`config.mk`:
```
export PLATFORM = sky130hd
export DESIGN_NAME = maj_seq_eval
export DESIGN_NICKNAME = d
export VERILOG_FILES = /design/src/rtl/maj_seq_pkg.sv /design/src/rtl/maj_seq_eval_maj3.sv /design/src/rtl/maj_seq_eval.sv
export SDC_FILE = /design/constraint.sdc
export NUM_CORES = 1
export LEC_CHECK = 0
export CORE_ASPECT_RATIO = 1.25
export CORE_MARGIN = 3
export CORE_UTILIZATION = 45
export CTS_BUF_LIST = sky130_fd_sc_hd__clkbuf_2 sky130_fd_sc_hd__clkbuf_4 sky130_fd_sc_hd__clkbuf_8
export DETAILED_ROUTE_END_ITERATION = 10
export HOLD_SLACK_MARGIN = 0.06
export PLACE_DENSITY = 0.76
export SYNTH_ARGS = -nofsm -noshare
export SYNTH_HDL_FRONTEND = slang
export SYNTH_SLANG_ARGS = --single-unit
```
`constraint.sdc`:
```
create_clock -name clk -period 2.9 [get_ports clk]
set_clock_uncertainty 0.2 [all_clocks]
set_input_delay 0.29 -clock clk [delete_from_list [all_inputs] [get_ports clk]]
set_output_delay 0.29 -clock clk [all_outputs]
set_load 0.02 [all_outputs]
```
`src/rtl/maj_seq_pkg.sv`:
```
// maj_seq_pkg: shared types and constants for the sequential majority-graph
// evaluator (maj_seq_eval) and its MAJ3 datapath unit.
//
// Contents:
//   NUM_IN / NUM_NODES     primary input count and node-table depth
//   SEL_W / NODE_W         operand select width and packed node-entry width
//   opnd_t                 {inv, sel} operand descriptor
//   node_t                 {c, b, a} node entry, operand A in the LSBs
//   state_t                evaluator FSM state
//   SEL_ZERO/SEL_X_BASE/SEL_W_BASE  operand select code map
package maj_seq_pkg;

  localparam int NUM_IN     = 7;
  localparam int NUM_NODES  = 8;
  localparam int SEL_W      = $clog2(1 + NUM_IN + NUM_NODES);
  localparam int NODE_W     = 3 * (SEL_W + 1);
  localparam int IDX_W      = $clog2(NUM_NODES);
  localparam int LEN_W      = IDX_W + 1;

  // Select codes: 0 = constant 0, then x0.., then w0..
  localparam int SEL_ZERO   = 0;
  localparam int SEL_X_BASE = 1;
  localparam int SEL_W_BASE = NUM_IN + 1;

  typedef struct packed {
    logic             inv;
    logic [SEL_W-1:0] sel;
  } opnd_t;

  typedef struct packed {
    opnd_t c;
    opnd_t b;
    opnd_t a;
  } node_t;

  typedef enum logic [1:0] {
    ST_IDLE = 2'd0,
    ST_EVAL = 2'd1,
    ST_DONE = 2'd2
  } state_t;

endpackage

```
`src/rtl/maj_seq_eval_maj3.sv`:
```
// maj3_unit: the single shared combinational 3-input majority.
//
// Configuration macro: MAJ_INV_EN
//   defined   - inv[i] complements operand i before the majority
//   undefined - inv bits are ignored (plain MAJ3)
//
// Ports:
//   a, b, c  in  operand values
//   inv      in  per-operand complement flags {c, b, a}
//   y        out MAJ(a', b', c')
module maj3_unit (
  input  logic       a,
  input  logic       b,
  input  logic       c,
  input  logic [2:0] inv,
  output logic       y
);

  logic ea, eb, ec;

`ifdef MAJ_INV_EN
  assign ea = a ^ inv[0];
  assign eb = b ^ inv[1];
  assign ec = c ^ inv[2];
`else
  logic unused_inv;
  assign unused_inv = ^inv;
  assign ea = a;
  assign eb = b;
  assign ec = c;
`endif

  assign y = (ea & eb) | (ea & ec) | (eb & ec);

endmodule

```
`src/rtl/maj_seq_eval.sv`:
```
// maj_seq_eval: sequential majority-graph evaluator. A programmable table of
// up to NUM_NODES MAJ3 nodes is evaluated one node per cycle on a single
// shared maj3_unit; the last evaluated node is the function value.
//
// Configuration macro: MAJ_INV_EN (operand complement, see maj3_unit).
//
// Ports:
//   clk, rst_n           clock, asynchronous active-low reset
//   cfg_we/addr/wdata    node-table write port (honoured only in IDLE)
//   in_valid/in_ready    input vector handshake
//   in_x, in_len         input vector and number of nodes to evaluate
//   out_valid/out_ready  result handshake
//   out_bit              function value, stable while out_valid
//   busy                 high while evaluating or holding a result
module maj_seq_eval
  import maj_seq_pkg::*;
(
  input  logic              clk,
  input  logic              rst_n,
  input  logic              cfg_we,
  input  logic [IDX_W-1:0]  cfg_addr,
  input  logic [NODE_W-1:0] cfg_wdata,
  input  logic              in_valid,
  output logic              in_ready,
  input  logic [NUM_IN-1:0] in_x,
  input  logic [LEN_W-1:0]  in_len,
  output logic              out_valid,
  input  logic              out_ready,
  output logic              out_bit,
  output logic              busy
);

  state_t                state;
  logic [IDX_W-1:0]      idx;
  logic [LEN_W-1:0]      len;
  logic [NUM_IN-1:0]     xr;
  logic [NUM_NODES-1:0]  w;
  logic                  obit;
  logic [NODE_W-1:0]     tbl [NUM_NODES];

  node_t                 nd;
  logic                  va, vb, vc, maj;
  logic                  last;
  logic                  len_bad;

  // Operand fetch: constant 0, a latched input, or a node result. Codes
  // that map to nothing read 0. Nodes not yet evaluated still hold the 0
  // cleared at acceptance, which gives forward references their value.
  function automatic logic opnd_val(input logic [SEL_W-1:0]     sel,
                                    input logic [NUM_IN-1:0]    x,
                                    input logic [NUM_NODES-1:0] wv);
    logic v;
    v = 1'b0;
    for (int i = 0; i < NUM_IN; i++)
      if (sel == SEL_W'(SEL_X_BASE + i)) v = x[i];
    for (int k = 0; k < NUM_NODES; k++)
      if (sel == SEL_W'(SEL_W_BASE + k)) v = wv[k];
    return v;
  endfunction

  assign nd = node_t'(tbl[idx]);
  assign va = opnd_val(nd.a.sel, xr, w);
  assign vb = opnd_val(nd.b.sel, xr, w);
  assign vc = opnd_val(nd.c.sel, xr, w);

  maj3_unit u_maj3 (
    .a   (va),
    .b   (vb),
    .c   (vc),
    .inv ({nd.c.inv, nd.b.inv, nd.a.inv}),
    .y   (maj)
  );

  assign last    = (LEN_W'(idx) + LEN_W'(1)) == len;
  assign len_bad = (in_len == '0) || (in_len > LEN_W'(NUM_NODES));

  // Handshake and status come straight from the state register.
  assign in_ready  = (state == ST_IDLE);
  assign out_valid = (state == ST_DONE);
  assign busy      = (state != ST_IDLE);
  assign out_bit   = obit;

  always_ff @(posedge clk or negedge rst_n) begin
    if (!rst_n) begin
      state <= ST_IDLE;
      idx   <= '0;
      len   <= '0;
      xr    <= '0;
      w     <= '0;
      obit  <= 1'b0;
      for (int k = 0; k < NUM_NODES; k++) tbl[k] <= '0;
    end else begin
      case (state)
        // IDLE: table writes allowed; a write landing on the acceptance
        // edge is already in the table when EVAL reads it next cycle.
        ST_IDLE: begin
          if (cfg_we) tbl[cfg_addr] <= cfg_wdata;
          if (in_valid) begin
            xr   <= in_x;
            len  <= in_len;
            w    <= '0;
            idx  <= '0;
            obit <= 1'b0;
            state <= len_bad ? ST_DONE : ST_EVAL;
          end
        end
        // EVAL: one node per cycle; the final node also becomes the result.
        ST_EVAL: begin
          w[idx] <= maj;
          idx    <= idx + IDX_W'(1);
          if (last) begin
            obit  <= maj;
            state <= ST_DONE;
          end
        end
        // DONE: hold the result until the consumer takes it.
        ST_DONE: begin
          if (out_ready) state <= ST_IDLE;
        end
        default: state <= ST_IDLE;
      endcase
    end
  end

endmodule
```
==> impl_metrics.csv <==
group,metric,value,unit
global_routing,grtUsageMet1,0.240,
floorplanning,core-area,0.0129,mm2
clocking,cts_buffers,17,
floorplanning,die_y,136,um
floorplanning,die_w,110,um
sta,fmax,0.335,GHz
synth,synth_ff_type,"dfrtp_1",
routing,postRouteWirelength,14.3,mm
pwr,powerDensity,1240,mW/mm2
critical_path,worstSetupPathType,"register to register",
floorplanning,dieArea,0.0149,mm2
sta,setup_viol,9,
global_routing,grt_use_met3,0.0386,
place,placed_cell_area,0.00686,mm2
routing,via_per_inst,5.76,
synth,synth_area,0.00607,mm2
critical_path,arrival,3.09,ns
critical_path,rr_worst_depth,10,
global_routing,met2_usage,0.358,
pwr,switching_share,0.367,
global_routing,grt_pass1_wl,23.1,mm
finish,final_cells,726,
global_routing,grt_pass1_vias,4514,
sta,whs,0.254,ns
finish,n_antenna_cell,0,
synth,synth.area.top_cells,"dfrtp_1, mux2_2, mux2i_1",
synth,post-synth-top-count-cell,"dfrtp_1",
synth,synth_seq_cells,121,
synth,yosys_warnings,0,
routing,dr.pass1.iters,4,
sta,period_needed,2.99,ns
synth,synth_cells,465,
sta,timing.slew.headroom,0.474,
critical_path,crit_path_end_kind,"register",
global_routing,grt_max_degree,51,
global_routing,overflow,0,
routing,wl_per_cell,19.7,um
pwr,irDropWorstVdd,0.000537,V
place,dpl.hpwl,9.67,mm
floorplanning,initial_utilization,0.468,
routing,drt-initial-drc-count,205,
routing,drc,0,
sta,fin_crit_sh,1.03,
place,port_buffers,34,
pwr,sequentialPowerShare,0.320,
critical_path,required,3.00,ns
pwr,p_leak,0.00317,uW
clocking,cts_max_level,4,
global_routing,top_usage_layer,"met2",
sta,final-max-slew-violation-count,0,
clocking,insertion_delay,0.43,ns
flow_run,max_cap_viol_count,0,
clocking,cts_sinks,121,
worst_hold_path,hp-class,"input port to asynchronous set/reset pin",
pwr,p_clk_frac,0.146,
pwr,p_sw,3450,uW
synth,synth_top_area_share,0.499,
sta,tns,-0.597,ns
critical_path,rrSetupSlack,-0.09,ns
synth,avgSynthCellArea,13.0,um2
place,routabilityCongestion,0.890,
global_routing,grt_usage,0.204,
synth,yosysSeqAreaShare,0.499,
synth,synth_area_leader_cell,"dfrtp_1",
clocking,ctsLongestPathBuffers,2,
routing,num_vias,4184,
run_status,violations,"setup timing",
pwr,internal-power,5930,uW
global_routing,grt_antenna_before_repair,0,
routing,drtAntennaViolNets,0,
pwr,combPwrFrac,0.534,
finish,fin_area,0.00754,mm2
clocking,cts-root-buf,"clkbuf_8",
run_status,status,"finished with violations",
finish,drive_gt1_frac,0.444,
floorplanning,rows,46,
floorplanning,boundaryPins,38,
synth,synth_edf_count,0,
finish,area_growth,24.2,%
synth,syn-num-nets,500,
finish,fin_nets,582,
synth,synthArstFlopShare,1.00,
place,placed_cells,686,
clocking,cts_tree,"done",
synth,synthTopCellsByCount,"dfrtp_1, mux2_2, mux2i_1, nand2_1, nand3_1",
synth,synthDistinctLibCells,54,
sta,grt_setup_unrepaired,"yes",
sta,tightest_slew,0.787,ns
sta,hold_viol_final,0,
critical_path,critPathLaunchType,"register",
clocking,cts.clk_slew.worst_paths,0.07,ns
critical_path,crit_fanout,8,
sta,worst_slack,-0.0887,ns
worst paths after layout:
check	from	endpoint
max in group asynchronous	rst_n	tbl[95]
worst min-delay path	rst_n	tbl[110]
worst max-delay path	idx[2]	w[6]
min in group clk	in_x[0]	xr[0]
worst max register to register	idx[2]	w[6]
worst min register to register	tbl[48]	tbl[48]
registers in the layout, indices dropped and copies added, names as in the netlist:
name,cells
tbl,96
w,8
xr,7
len,4
idx,3
state,2
out_bit,1
layout by cell type (no fill, tap or decap), types with 6 or more instances in the layout:
master           count
a22o_1               8
mux2_2             114
nor2_1              10
mux2i_1             31
clkdlybuf4s50_1     33
and3_1               6
buf_12               9
o21ai_2              9
dfrtp_1            119
buf_4               39
inv_1               11
clkbuf_8            20
nor3_1               6
o211ai_1             7
nand3_1             13
mux4_2              12
nand2_1             23
o21ai_0              9
power by group through the flow:
stage	logic (uW)	registers (uW)	clock network [uW]
global route	5360	3090	1470
finish	5010	3000	1370
CTS	4770	2980	1400
global placement	4050	2950	0
detailed placement	4210	3010	0
floorplan	2970	2810	0
repair_timing:
action,4_1_cts,5_1_grt
hold buffers,1,0
endpoints found under the hold margin,47,0
setup buffers,5,3
pin swaps,14,13
endpoints found under the setup margin,9,9
gates resized for setup,27,13
cloned,1,0
routing by layer:
metal	routed length (um)	part of all wire
met1	5810	0.41
met4	229	0.016
met2	7850	0.55
met5	0	0
met3	412	0.029
stage by stage:
stage,setup slack [ns],utilization,power (uW)
floorplan,0.0512,-,5780
global placement,-0.136,0.530,7000
detailed placement,-0.194,0.530,7220
CTS,-0.0585,0.574,9150
global route,-0.170,0.582,9920
finish,-0.0887,0.582,9380
layout make-up:
class | count | area, um2
Multi-Input combinational cell | 310 | 3030
Timing Repair Buffer | 85 | 851
Clock buffer | 22 | 290
Sequential cell | 121 | 3030
Inverter | 12 | 50.0
Clock inverter | 8 | 72.6
Fill cell | 986 | 5410
Tap cell | 168 | 210
critical path, stage by stage (launching register included):
cell       delay (ns)
dfrtp_4          0.50
buf_6            0.15
buf_12           0.14
mux2i_1          0.14
a22o_1           0.26
or2_4            0.34
a2111oi_4        0.39
nor4_2           0.11
mux2i_2          0.24
maj3_2           0.33
o21ai_2          0.07
cell families after synthesis:
group	Yosys count	synth area share
mux	162	0.319
flops	121	0.499
simple gates	82	0.0662
compound gates	58	0.0751
buf+inv	35	0.0293
xor+xnor	5	0.00722
fa+ha+maj	2	0.00433
(Power assumes the default switching activity.)
